==> src/rtl/multicycle_ctrl_pkg.sv <==
// ============================================================================
//  Module      : multicycle_ctrl_pkg
//  Description : Shared encodings for the multicycle RV32I controller.
//                Contains opcode constants, the FSM state type, ALU operation
//                codes, PC/write-back select codes, and small decode helpers.
//  Revision    : 1.0 - initial release
// ============================================================================
`default_nettype none

package multicycle_ctrl_pkg;

  // Major opcodes (instr[6:0]) handled by the controller
  localparam logic [6:0] OPC_LUI    = 7'b0110111;
  localparam logic [6:0] OPC_AUIPC  = 7'b0010111;
  localparam logic [6:0] OPC_JAL    = 7'b1101111;
  localparam logic [6:0] OPC_JALR   = 7'b1100111;
  localparam logic [6:0] OPC_BRANCH = 7'b1100011;
  localparam logic [6:0] OPC_LOAD   = 7'b0000011;
  localparam logic [6:0] OPC_STORE  = 7'b0100011;
  localparam logic [6:0] OPC_OPIMM  = 7'b0010011;
  localparam logic [6:0] OPC_OP     = 7'b0110011;

  typedef enum logic [2:0] {
    ST_IF   = 3'd0,
    ST_ID   = 3'd1,
    ST_EX   = 3'd2,
    ST_MEM  = 3'd3,
    ST_WB   = 3'd4,
    ST_STOP = 3'd5
  } state_t;

  typedef logic [3:0] alu_op_t;

  localparam alu_op_t ALU_ADD  = 4'd0;
  localparam alu_op_t ALU_SUB  = 4'd1;
  localparam alu_op_t ALU_SLL  = 4'd2;
  localparam alu_op_t ALU_SLT  = 4'd3;
  localparam alu_op_t ALU_SLTU = 4'd4;
  localparam alu_op_t ALU_XOR  = 4'd5;
  localparam alu_op_t ALU_SRL  = 4'd6;
  localparam alu_op_t ALU_SRA  = 4'd7;
  localparam alu_op_t ALU_OR   = 4'd8;
  localparam alu_op_t ALU_AND  = 4'd9;

  localparam logic [1:0] PC_SRC_SEQ  = 2'd0;  // PC + 4
  localparam logic [1:0] PC_SRC_REL  = 2'd1;  // PC + imm
  localparam logic [1:0] PC_SRC_JALR = 2'd2;  // (rs1 + imm) & ~1

  localparam logic [1:0] WB_SEL_ALU  = 2'd0;
  localparam logic [1:0] WB_SEL_LOAD = 2'd1;
  localparam logic [1:0] WB_SEL_PC4  = 2'd2;

  function automatic logic opc_legal(input logic [6:0] opc);
    case (opc)
      OPC_LUI, OPC_AUIPC, OPC_JAL, OPC_JALR, OPC_BRANCH,
      OPC_LOAD, OPC_STORE, OPC_OPIMM, OPC_OP: return 1'b1;
      default:                                return 1'b0;
    endcase
  endfunction

  // size = funct3[1:0]: 0 byte, 1 half, otherwise word
  function automatic logic misaligned(input logic [1:0] size, input logic [1:0] lo);
    case (size)
      2'b00:   return 1'b0;
      2'b01:   return lo[0];
      default: return (lo != 2'b00);
    endcase
  endfunction

  function automatic logic [3:0] byte_en(input logic [1:0] size, input logic [1:0] lo);
    case (size)
      2'b00:   return 4'b0001 << lo;
      2'b01:   return 4'b0011 << {lo[1], 1'b0};
      default: return 4'b1111;
    endcase
  endfunction

endpackage

`default_nettype wire

==> src/rtl/multicycle_ctrl_if.sv <==
// ============================================================================
//  Module      : multicycle_ctrl_if
//  Description : Controller <-> datapath bundle.
//                master (controller): inputs instr, br_taken, addr_lo,
//                mem_rdy; drives every enable/select plus instr_done/halt/err.
//                slave (datapath/memories): the mirror image.
//  Revision    : 1.0 - initial release
// ============================================================================
`default_nettype none

interface multicycle_ctrl_if #(
  parameter int ALU_OP_W = 4
);
  logic [31:0]         instr;
  logic                br_taken;
  logic [1:0]          addr_lo;
  logic                mem_rdy;
  logic                i_mem_csn;
  logic                ir_we;
  logic                pc_we;
  logic [1:0]          pc_src;
  logic                alu_src_a;
  logic                alu_src_b;
  logic [ALU_OP_W-1:0] alu_op;
  logic                d_mem_csn;
  logic                d_mem_wen;
  logic [3:0]          d_mem_be;
  logic                rf_we;
  logic [1:0]          wb_sel;
  logic                instr_done;
  logic                halt;
  logic                err;

  modport master (
    input  instr, br_taken, addr_lo, mem_rdy,
    output i_mem_csn, ir_we, pc_we, pc_src, alu_src_a, alu_src_b, alu_op,
           d_mem_csn, d_mem_wen, d_mem_be, rf_we, wb_sel, instr_done, halt, err
  );

  modport slave (
    output instr, br_taken, addr_lo, mem_rdy,
    input  i_mem_csn, ir_we, pc_we, pc_src, alu_src_a, alu_src_b, alu_op,
           d_mem_csn, d_mem_wen, d_mem_be, rf_we, wb_sel, instr_done, halt, err
  );
endinterface

`default_nettype wire

==> src/rtl/multicycle_ctrl_alu_op_dec.sv <==
// ============================================================================
//  Module      : multicycle_ctrl_alu_op_dec
//  Description : Combinational ALU operation decode.
//  Ports       : i_opcode[6:0], i_funct3[2:0], i_funct7b5 -> o_alu_op
//                OP/OP-IMM decode funct3/funct7[5]; everything else is ADD.
//  Revision    : 1.0 - initial release
// ============================================================================
`default_nettype none

module multicycle_ctrl_alu_op_dec
  import multicycle_ctrl_pkg::*;
(
  input  logic [6:0] i_opcode,
  input  logic [2:0] i_funct3,
  input  logic       i_funct7b5,
  output alu_op_t    o_alu_op
);

  logic w_is_op;
  assign w_is_op = (i_opcode == OPC_OP);

  always_comb begin
    o_alu_op = ALU_ADD;
    if (w_is_op || (i_opcode == OPC_OPIMM)) begin
      case (i_funct3)
        // funct7[5] on ADDI is immediate data, not a SUB selector
        3'b000:  o_alu_op = (w_is_op && i_funct7b5) ? ALU_SUB : ALU_ADD;
        3'b001:  o_alu_op = ALU_SLL;
        3'b010:  o_alu_op = ALU_SLT;
        3'b011:  o_alu_op = ALU_SLTU;
        3'b100:  o_alu_op = ALU_XOR;
        3'b101:  o_alu_op = i_funct7b5 ? ALU_SRA : ALU_SRL;
        3'b110:  o_alu_op = ALU_OR;
        default: o_alu_op = ALU_AND;
      endcase
    end
  end

endmodule

`default_nettype wire

==> src/rtl/multicycle_ctrl.sv <==
// ============================================================================
//  Module      : multicycle_ctrl
//  Description : IF/ID/EX/MEM/WB sequencer for the shared RV32I datapath.
//  Ports       : clk, rst (async, active-high), bus (multicycle_ctrl_if.master)
//  Parameters  : HALT_INSTR - IR value that parks the core in STOP
//                ALU_OP_W   - width of the ALU operation code
//  Revision    : 1.0 - initial release
// ============================================================================
`default_nettype none

module multicycle_ctrl
  import multicycle_ctrl_pkg::*;
#(
  parameter logic [31:0] HALT_INSTR = 32'h0000_8067,
  parameter int          ALU_OP_W   = 4
) (
  input  logic                  clk,
  input  logic                  rst,
  multicycle_ctrl_if.master     bus
);

  state_t              r_state;
  state_t              w_nxt;
  logic                w_halt_set;
  logic                w_err_set;

  logic                r_i_mem_csn;
  logic                r_d_mem_csn;
  logic                r_d_mem_wen;
  logic [3:0]          r_d_mem_be;
  logic                r_rf_we;
  logic                r_pc_we;
  logic                r_instr_done;
  logic [1:0]          r_pc_src;
  logic [1:0]          r_wb_sel;
  logic                r_alu_src_a;
  logic                r_alu_src_b;
  logic [ALU_OP_W-1:0] r_alu_op;
  logic                r_halt;
  logic                r_err;

  logic [6:0] w_opc;
  logic [2:0] w_f3;
  logic       w_is_load, w_is_store, w_is_branch, w_is_jal, w_is_jalr;
  logic       w_ir_we, w_store_done;
  alu_op_t    w_alu_op;

  assign w_opc       = bus.instr[6:0];
  assign w_f3        = bus.instr[14:12];
  assign w_is_load   = (w_opc == OPC_LOAD);
  assign w_is_store  = (w_opc == OPC_STORE);
  assign w_is_branch = (w_opc == OPC_BRANCH);
  assign w_is_jal    = (w_opc == OPC_JAL);
  assign w_is_jalr   = (w_opc == OPC_JALR);

  multicycle_ctrl_alu_op_dec u_alu_op_dec (
    .i_opcode   (w_opc),
    .i_funct3   (w_f3),
    .i_funct7b5 (bus.instr[30]),
    .o_alu_op   (w_alu_op)
  );

  // Next state; alignment is judged on the EX-cycle address so a bad
  // access never raises d_mem_csn.
  always_comb begin
    w_nxt      = r_state;
    w_halt_set = 1'b0;
    w_err_set  = 1'b0;
    case (r_state)
      ST_IF:  if (!r_i_mem_csn && bus.mem_rdy) w_nxt = ST_ID;
      ST_ID: begin
        if (bus.instr == HALT_INSTR) begin
          w_nxt      = ST_STOP;
          w_halt_set = 1'b1;
        end else if (!opc_legal(w_opc)) begin
          w_nxt      = ST_STOP;
          w_halt_set = 1'b1;
          w_err_set  = 1'b1;
        end else begin
          w_nxt = ST_EX;
        end
      end
      ST_EX: begin
        if (w_is_branch) begin
          w_nxt = ST_IF;
        end else if (w_is_load || w_is_store) begin
          if (misaligned(w_f3[1:0], bus.addr_lo)) begin
            w_nxt      = ST_STOP;
            w_halt_set = 1'b1;
            w_err_set  = 1'b1;
          end else begin
            w_nxt = ST_MEM;
          end
        end else begin
          w_nxt = ST_WB;
        end
      end
      ST_MEM:  if (bus.mem_rdy) w_nxt = w_is_load ? ST_WB : ST_IF;
      ST_WB:   w_nxt = ST_IF;
      ST_STOP: w_nxt = ST_STOP;
      default: w_nxt = ST_IF;
    endcase
  end

  // Outputs are registered against the state being entered so they line up
  // with r_state. The first IF cycle after reset only raises the fetch
  // request; the fetch is accepted once i_mem_csn is actually low.
  always_ff @(posedge clk or posedge rst) begin
    if (rst) begin
      r_state      <= ST_IF;
      r_i_mem_csn  <= 1'b1;
      r_d_mem_csn  <= 1'b1;
      r_d_mem_wen  <= 1'b1;
      r_d_mem_be   <= 4'b0000;
      r_rf_we      <= 1'b0;
      r_pc_we      <= 1'b0;
      r_instr_done <= 1'b0;
      r_pc_src     <= PC_SRC_SEQ;
      r_wb_sel     <= WB_SEL_ALU;
      r_alu_src_a  <= 1'b0;
      r_alu_src_b  <= 1'b0;
      r_alu_op     <= '0;
      r_halt       <= 1'b0;
      r_err        <= 1'b0;
    end else begin
      r_state      <= w_nxt;
      r_halt       <= r_halt | w_halt_set;
      r_err        <= r_err | w_err_set;
      r_i_mem_csn  <= 1'b1;
      r_d_mem_csn  <= 1'b1;
      r_d_mem_wen  <= 1'b1;
      r_d_mem_be   <= 4'b0000;
      r_rf_we      <= 1'b0;
      r_pc_we      <= 1'b0;
      r_instr_done <= 1'b0;
      r_pc_src     <= PC_SRC_SEQ;
      r_wb_sel     <= WB_SEL_ALU;

      // ALU controls persist through MEM/WB so address/result stay stable
      if (w_nxt == ST_EX) begin
        r_alu_src_a <= (w_opc == OPC_AUIPC) || w_is_jal;
        r_alu_src_b <= !((w_opc == OPC_OP) || w_is_branch);
        r_alu_op    <= ALU_OP_W'(w_alu_op);
      end else if ((w_nxt == ST_IF) || (w_nxt == ST_STOP)) begin
        r_alu_src_a <= 1'b0;
        r_alu_src_b <= 1'b0;
        r_alu_op    <= '0;
      end

      case (w_nxt)
        ST_IF: r_i_mem_csn <= 1'b0;
        ST_EX: begin
          if (w_is_branch) begin
            r_pc_we      <= 1'b1;
            r_instr_done <= 1'b1;
          end
        end
        ST_MEM: begin
          r_d_mem_csn <= 1'b0;
          r_d_mem_wen <= !w_is_store;
          r_d_mem_be  <= (r_state == ST_MEM) ? r_d_mem_be
                                             : byte_en(w_f3[1:0], bus.addr_lo);
        end
        ST_WB: begin
          r_rf_we      <= (bus.instr[11:7] != 5'd0);
          r_pc_we      <= 1'b1;
          r_instr_done <= 1'b1;
          r_wb_sel     <= w_is_load ? WB_SEL_LOAD :
                          (w_is_jal || w_is_jalr) ? WB_SEL_PC4 : WB_SEL_ALU;
          r_pc_src     <= w_is_jal ? PC_SRC_REL :
                          w_is_jalr ? PC_SRC_JALR : PC_SRC_SEQ;
        end
        default: ;
      endcase
    end
  end

  // Strobes that must coincide with the memory handshake are qualified
  // combinationally by mem_rdy; the branch target select follows br_taken.
  assign w_ir_we      = (r_state == ST_IF) && !r_i_mem_csn && bus.mem_rdy;
  assign w_store_done = (r_state == ST_MEM) && w_is_store && bus.mem_rdy;

  assign bus.i_mem_csn  = r_i_mem_csn;
  assign bus.ir_we      = w_ir_we;
  assign bus.pc_we      = r_pc_we | w_store_done;
  assign bus.instr_done = r_instr_done | w_store_done;
  assign bus.pc_src     = ((r_state == ST_EX) && w_is_branch) ?
                          (bus.br_taken ? PC_SRC_REL : PC_SRC_SEQ) : r_pc_src;
  assign bus.alu_src_a  = r_alu_src_a;
  assign bus.alu_src_b  = r_alu_src_b;
  assign bus.alu_op     = r_alu_op;
  assign bus.d_mem_csn  = r_d_mem_csn;
  assign bus.d_mem_wen  = r_d_mem_wen;
  assign bus.d_mem_be   = r_d_mem_be;
  assign bus.rf_we      = r_rf_we;
  assign bus.wb_sel     = r_wb_sel;
  assign bus.halt       = r_halt;
  assign bus.err        = r_err;

endmodule

`default_nettype wire

==> src/flat_wrapper.sv <==
// flat-port wrapper written by rule: the top's interface ports become plain ports
module multicycle_ctrl_flat import multicycle_ctrl_pkg::*;
#(
  parameter logic [31:0] HALT_INSTR = 32'h0000_8067,
  parameter int          ALU_OP_W   = 4
)
  (clk, rst, bus_instr, bus_br_taken, bus_addr_lo, bus_mem_rdy, bus_i_mem_csn, bus_ir_we, bus_pc_we, bus_pc_src, bus_alu_src_a, bus_alu_src_b, bus_alu_op, bus_d_mem_csn, bus_d_mem_wen, bus_d_mem_be, bus_rf_we, bus_wb_sel, bus_instr_done, bus_halt, bus_err);
  multicycle_ctrl_if #(.ALU_OP_W(ALU_OP_W)) bus_i ();
  input  logic clk;
  input  logic rst;
  input wire logic [$bits(bus_i.instr)-1:0] bus_instr;
  input wire logic [$bits(bus_i.br_taken)-1:0] bus_br_taken;
  input wire logic [$bits(bus_i.addr_lo)-1:0] bus_addr_lo;
  input wire logic [$bits(bus_i.mem_rdy)-1:0] bus_mem_rdy;
  output wire logic [$bits(bus_i.i_mem_csn)-1:0] bus_i_mem_csn;
  output wire logic [$bits(bus_i.ir_we)-1:0] bus_ir_we;
  output wire logic [$bits(bus_i.pc_we)-1:0] bus_pc_we;
  output wire logic [$bits(bus_i.pc_src)-1:0] bus_pc_src;
  output wire logic [$bits(bus_i.alu_src_a)-1:0] bus_alu_src_a;
  output wire logic [$bits(bus_i.alu_src_b)-1:0] bus_alu_src_b;
  output wire logic [$bits(bus_i.alu_op)-1:0] bus_alu_op;
  output wire logic [$bits(bus_i.d_mem_csn)-1:0] bus_d_mem_csn;
  output wire logic [$bits(bus_i.d_mem_wen)-1:0] bus_d_mem_wen;
  output wire logic [$bits(bus_i.d_mem_be)-1:0] bus_d_mem_be;
  output wire logic [$bits(bus_i.rf_we)-1:0] bus_rf_we;
  output wire logic [$bits(bus_i.wb_sel)-1:0] bus_wb_sel;
  output wire logic [$bits(bus_i.instr_done)-1:0] bus_instr_done;
  output wire logic [$bits(bus_i.halt)-1:0] bus_halt;
  output wire logic [$bits(bus_i.err)-1:0] bus_err;
  assign bus_i.instr = bus_instr;
  assign bus_i.br_taken = bus_br_taken;
  assign bus_i.addr_lo = bus_addr_lo;
  assign bus_i.mem_rdy = bus_mem_rdy;
  assign bus_i_mem_csn = bus_i.i_mem_csn;
  assign bus_ir_we = bus_i.ir_we;
  assign bus_pc_we = bus_i.pc_we;
  assign bus_pc_src = bus_i.pc_src;
  assign bus_alu_src_a = bus_i.alu_src_a;
  assign bus_alu_src_b = bus_i.alu_src_b;
  assign bus_alu_op = bus_i.alu_op;
  assign bus_d_mem_csn = bus_i.d_mem_csn;
  assign bus_d_mem_wen = bus_i.d_mem_wen;
  assign bus_d_mem_be = bus_i.d_mem_be;
  assign bus_rf_we = bus_i.rf_we;
  assign bus_wb_sel = bus_i.wb_sel;
  assign bus_instr_done = bus_i.instr_done;
  assign bus_halt = bus_i.halt;
  assign bus_err = bus_i.err;
  multicycle_ctrl #(.HALT_INSTR(HALT_INSTR), .ALU_OP_W(ALU_OP_W)) u_core (.clk(clk), .rst(rst), .bus(bus_i));
endmodule
==> config.mk <==
export PLATFORM = sky130hd
export DESIGN_NAME = multicycle_ctrl_flat
export DESIGN_NICKNAME = d
export VERILOG_FILES = /design/src/rtl/multicycle_ctrl_pkg.sv /design/src/rtl/multicycle_ctrl_if.sv /design/src/rtl/multicycle_ctrl_alu_op_dec.sv /design/src/rtl/multicycle_ctrl.sv /design/src/flat_wrapper.sv
export SDC_FILE = /design/constraint.sdc
export NUM_CORES = 1
export LEC_CHECK = 0
export CORE_MARGIN = 2
export CORE_UTILIZATION = 25
export CTS_CLUSTER_SIZE = 8
export DETAILED_ROUTE_END_ITERATION = 8
export GPL_TIMING_DRIVEN = 1
export SYNTH_ARGS = -nofsm -noshare
export SYNTH_HDL_FRONTEND = slang
export SYNTH_SLANG_ARGS = --single-unit
==> constraint.sdc <==
create_clock -name clk -period 2.05 [get_ports clk]
set_clock_uncertainty 0.15 [all_clocks]
set_input_delay 0.3075 -clock clk [delete_from_list [all_inputs] [get_ports clk]]
set_output_delay 0.3075 -clock clk [all_outputs]
set_load 0.005 [all_outputs]
# ---- Word level (Yosys, flattened, before mapping)
# Cells that the tools add are included.
dict set report totals {
  out_inout_bits 23
  register_bits 24
}
dict set report op_classes {
  n_shift 2
  eq_ne 26
  bitwise 3
  n_reduce_logical 24
  n_mux 50
}
# cell count
set ops {}
lappend ops {{$eq A32 B16 Y1 const B} 1}
lappend ops {{$pmux W4 S7} 1}
lappend ops {{$mux W3} 8}
lappend ops {{$mux W1} 23}
lappend ops {{$eq A7 B6 Y1 const B} 3}
lappend ops {{$eq A7 B7 Y1 const B} 3}
lappend ops {{$mux W4} 5}
lappend ops {{$eq A3 B2 Y1 const B} 6}
lappend ops {{$eq A3 B3 Y1 const B} 6}
lappend ops {{$pmux W3 S5} 1}
lappend ops {{$eq A7 B5 Y1 const B} 2}
lappend ops {{$mux W2} 7}
lappend ops {{$logic_not A3 Y1} 3}
lappend ops {{$reduce_or A9 Y1} 1}
lappend ops {{$pmux W1 S2} 4}
lappend ops {{$pmux W4 S2} 1}
lappend ops {{$eq A7 B2 Y1 const B} 1}
lappend ops {{$logic_and A1 B1 Y1} 7}
lappend ops {{$eq A3 B1 Y1 const B} 2}
lappend ops {{$logic_or A1 B1 Y1} 6}
lappend ops {{$reduce_bool A5 Y1} 1}
lappend ops {{$reduce_bool A2 Y1} 2}
lappend ops {{$shl A1 B2 Y4 const A} 1}
lappend ops {{$shl A2 B2 Y4 const A} 1}
lappend ops {{5 further kinds} 9}

# ---- Longest topological paths before layout
dict set report depth {
  word_depth 13
  depth_mapped 6
  depth_no_buf 5
}

# ---- Hierarchy
# From an unflattened synthesis, not the netlist that was laid out.
dict set report hier_totals {
  hier_cells 144
  hier_area_um2 1398.8
}
# module n_inst cells_per_inst area_each_um2
set modules_own_cells {}
lappend modules_own_cells {multicycle_ctrl 1 128 1290.0}
lappend modules_own_cells {multicycle_ctrl_alu_op_dec 1 16 108.9}

# ---- Worst setup path after synthesis
# No wires, ideal clock.
dict set report synth_timing {
  path_kind {input -> register}
  from {input bus_instr[3]}
  to {register u_core.r_alu_op[1] (netlist: u_core.bus.alu_op[1])}
  path_slack_ps -32
  setup_time_ps 121
  n_path_buf 1
  path_stages 6
  arrival_ps 1811
  cell_sequence {buf_2 -> nand4bb_4 -> or4_4 -> o21a_2 -> xnor2_4 -> a22o_2}
}
dict set report synth_via {
  elab_chain_cells 11
  elab_cells_between_ends 30
}
# item line_no
set synth_lines {}
lappend synth_lines {{from (decl)} flat_wrapper.sv:11} ;# input wire logic [$bits(bus_i.instr)-1:0] bus_instr;
lappend synth_lines {{$eq A7 B6 Y1 (tied with other cells)} {multicycle_ctrl_pkg.sv:54, multicycle_ctrl_alu_op_dec.sv:20}}
lappend synth_lines {{$reduce_or A9 Y1} multicycle_ctrl_pkg.sv:54} ;# case (opc)
lappend synth_lines {{$mux W1} multicycle_ctrl_pkg.sv:54}
lappend synth_lines {{$mux W1} multicycle_ctrl.sv:72} ;# if (bus.instr == HALT_INSTR) begin
lappend synth_lines {{$mux W1} multicycle_ctrl.sv:69} ;# case (r_state)
lappend synth_lines {{$mux W3} multicycle_ctrl.sv:75} ;# end else if (!opc_legal(w_opc)) begin
lappend synth_lines {{$mux W3} multicycle_ctrl.sv:72}
lappend synth_lines {{$pmux W3 S5} multicycle_ctrl.sv:69}
lappend synth_lines {{$eq A3 B3 Y1 / $logic_not A3 Y1 (equally long branches)} multicycle_ctrl.sv:144} ;# end else if ((w_nxt == ST_IF) || (w_nxt == ST_STOP)) begin
lappend synth_lines {{$logic_or A1 B1 Y1} multicycle_ctrl.sv:144}
lappend synth_lines {{$reduce_bool A2 Y1 (no source line)} -}
lappend synth_lines {{to (signal assigned)} multicycle_ctrl.sv:143} ;# r_alu_op <= ALU_OP_W'(w_alu_op);
lappend synth_lines {{to (decl)} multicycle_ctrl.sv:38} ;# logic [ALU_OP_W-1:0] r_alu_op;
# Several ways; a longest one is shown, not always the timed one. The select of a mux whose other input is x is not followed.
# A chain may end at the register's enable or synchronous reset.

# ---- Worst setup path in the final report
dict set report layout_timing {
  from {register u_core.r_state[2]}
  to {register u_core.r_pc_src[1]}
}
dict set report layout_via {
  elab_chain_cells 4
  elab_cells_between_ends 10
}
# item line_no
set layout_lines {}
lappend layout_lines {{from (decl)} multicycle_ctrl.sv:22} ;# state_t r_state;
lappend layout_lines {{from (signal assigned)} multicycle_ctrl.sv:126} ;# r_state <= w_nxt;
lappend layout_lines {{$eq A3 B3 Y1 (tied with other cells)} multicycle_ctrl.sv:69}
lappend layout_lines {{$pmux W3 S5 *} multicycle_ctrl.sv:69}
lappend layout_lines {{$eq A3 B3 Y1 *} multicycle_ctrl.sv:150} ;# case (w_nxt)
lappend layout_lines {{$mux W2 *} multicycle_ctrl.sv:150}
lappend layout_lines {{to (signal assigned)} multicycle_ctrl.sv:170} ;# r_pc_src <= w_is_jal ? PC_SRC_REL :
lappend layout_lines {{to (decl)} multicycle_ctrl.sv:34} ;# logic [1:0] r_pc_src;
# Mark *: on every way between the ends. The rest lies on a longest branch, timed or not.

==> out/metrics.cfg <==
[outcome]
status = finished, violations left
violations = setup timing

[floorplanning]
start_util_pct = 25.5
die_h_um = 80.9
row_count = 28
core_um2 = 5820
die_width_um = 80.9
ioPinCount = 61
die_area_um2 = 6550

[logic_synthesis]
yosysTopAreaCellShare_pct = 35.5
synth-main-ff-cell = dfrtp_1
synth_edf_count = 0
synth_most_common_cell = dfrtp_1
synth_top_area_cell = dfrtp_1
synth-seq-area-share_pct = 40.8
synth_area_um2 = 1480
synth_seq_cells = 24
syn_area_per_cell_um2 = 9.87
ys_async_sr_fraction_pct = 100
yosysWarnings = 0
synthCells = 150
synth_commonest_cells = dfrtp_1 (21), nand2_1 (13), nor2_1 (12)
yosysUniqueCellTypes = 59
synth_area_leaders = dfrtp_1 (36%), dfstp_2 (5.3%), o21ai_0 (3.4%)
synth_nets = 188

[worst_setup_path]
crit_type = flop to flop
rr_endpoint = u_core.r_pc_src[1]
reg2reg_setup_slack_ns = -0.03
r2r-start = u_core.r_state[2]
critical-path-max-stage-delay_ns = 0.54
crit_family = simple AND/OR/NAND/NOR gates
worstPathBufferInverterCount = 1
critPathMaxFanout = 4
critPathRequiredTime_ns = 2.06
path_cells = nand3b_1 > or4_4 > o211ai_1 > o41ai_2 > buf_4 > a2111oi_4
startpoint_type = flop
arrival_ns = 2.10
crit_path_start = u_core.r_state[2]
end_kind = flop
crit_slowest_cell = or4_4
crit_cells = 6
reg2regPathDepth = 6

[sta]
finalCriticalPeriod_ns = 2.08
rsz0062_at_grt = yes
hold_viol = 0
finalCritPeriodShare_pct = 102
finalMaxSlewViolations = 0
holdWs_ns = 0.233
finalSetupViolCount = 3
final.setup.worst_slack_ns = -0.0337
slew_headroom_pct = 60.0
fmax_ghz = 0.480
tightest_slew_ns = 0.597

[cts]
cts_tree = done
h-tree-depth = 1
clk_pin_slew_ns = 0.08
hold_buffers = 0
cts_root_buf = clkbuf_8
cts_buffer_depth = 2
cts_sinks = 24
cts_buffers = 3
clkLatencyLatePin_ns = 0.27

[routing]
viasPerCell = 4.65
vias = 1581
routed_wl_um = 4790
drt-initial-drc-count = 43
wire_per_inst_um = 14.1
drt_pass1_iterations = 4
drc_errors = 0
drt.antenna.violating_nets = 0

[power_and_ir_drop]
pwr-share-clk_pct = 22.2
cellLeakagePower_uw = 0.00127
switching_share_pct = 32.0
switchingPower_uw = 466
finalPower_uw = 1460
ir_drop_v = 0.000426
internal_power_uw = 992
combPwrFrac_pct = 40.3
pwr-share-seq_pct = 37.5
p_per_area_nw_per_um2 = 530

[flow_run]
maxCapViolations = 0

[layout]
stdcell_count = 340
area_delta_synth_final_pct = 86.1
drive_gt1_share_pct = 41.9
nets = 304
stdcell_area_um2 = 2750
diodes = 0

[place]
dpl_cell_area_um2 = 2500
dp_slack_ns = -0.807
hpwl_um = 3620
gp_congestion = 0.870
dpl.cell_count = 327
io_buffers = 60

[grt]
grt_use_total_pct = 15.4
grt_start_max_net_pins = 25
grt_pass1_vias = 1621
gr-total-overflow = 0
antenna_found_initial = 0
grt_pass1_wl_um = 7850

[worst_hold_path]
hold_path.class = input port to async pin

==> sequential cells by signal, summed over array words and instances (netlist names) <==
name                  count
u_core.bus.alu_src_a      1
u_core.bus.d_mem_csn      1
u_core.bus.alu_op         4
u_core.bus.i_mem_csn      1
u_core.r_state            3
u_core.r_pc_we            1
u_core.bus.wb_sel         2
u_core.r_pc_src           2
u_core.bus.halt           1
u_core.bus.err            1
u_core.bus.d_mem_wen      1
u_core.bus.alu_src_b      1
u_core.bus.rf_we          1
u_core.bus.d_mem_be       4
==> area by class of cell <==
class	instances	area (um^2)
Clock buffer	4	55.1
Fill cell	579	3060
Inverter	9	33.8
Multi-Input combinational cell	111	945
Sequential cell	24	604
Tap cell	75	93.8
Timing Repair Buffer	117	1020
==> power by group through the flow <==
stage               Clock (uW)  Combinational (uW)  Sequential (uW)
floorplan                    0                 236              551
global placement             0                 519              551
detailed placement           0                 524              553
CTS                        340                 578              546
global route               359                 641              552
finish                     324                 588              546
==> worst reg2reg max path, stage by stage (launching register included) <==
cell       delay (ns)
dfrtp_1          0.42
nand3b_1         0.21
or4_4            0.54
o211ai_1         0.17
o41ai_2          0.12
buf_4            0.17
a2111oi_4        0.20
==> layer usage <==
metal  track usage, %  vias up  wire (um)
met5                0        -          0
met4             2.03        0         23
met3             3.22        4        179
met2             26.8       31       2380
met1             20.3      750       2210
li1                 -      796          -
==> cells by family (layout without fill, tap and decap cells) <==
kind of cell	after synthesis	in the layout	share of synthesized area (%)
AND/OR/NAND/NOR	67	67	29.7
XOR/XNOR	1	1	1.86
AO/OA/AOI/OAI	41	41	21.1
buffers and inverters	15	130	5.07
multiplexers	2	2	1.44
flip-flops	24	24	40.8
==> timing repair <==
item | 4_1_cts | 5_1_grt
resized for setup | 65 | 16
gates cloned | 0 | 0
buffers inserted | 9 | 0
setup endpoints to repair | 21 | 18
pin swaps | 19 | 13
hold endpoints to repair | 0 | 0
==> how the worst max path moves through the flow <==
stage / slack [ns] / to
final: -0.03 / u_core.r_pc_src[1]
after CTS: -0.02 / u_core.r_pc_src[0]
after global placement: -0.81 / bus_instr_done
after global routing: -0.11 / u_core.r_pc_src[1]
after detailed placement: -0.81 / bus_instr_done
after floorplan: 0.006 / bus_pc_we
==> stage by stage <==
| step | TNS (ns) | util [%] |
|---|---|---|
| 2_1_floorplan | 0 | - |
| 3_3_place_gp | -11.29 | 43.0 |
| 3_5_place_dp | -11.41 | 43.0 |
| 4_1_cts | -0.0494 | 46.3 |
| 5_1_grt | -0.339 | 47.4 |
| 6_report | -0.0665 | 47.4 |
==> layout by cell type (no fill, tap or decap), drive strengths merged, types with 2 or more instances in the layout <==
cell type and n:
buf 63, clkdlybuf4s50 33, dfrtp 21, nand2 14
dlygate4sd2 13, nor2 12, o21ai 11, inv 9
dlymetal6s2s 6, nor4 5, o22ai 5, nor3b 5
clkbuf 4, nor3 4, or2 4, a22o 4
nand2b 3, dfstp 3, a21oi 3, and4 2
nand3b 2, or4 2, nor2b 2, o211ai 2
a2111oi 2, a31oi 2, clkdlybuf4s15 2, nand3 2
nand4 2, a32o 2
Note: power is estimated with default switching activity, not from simulation.
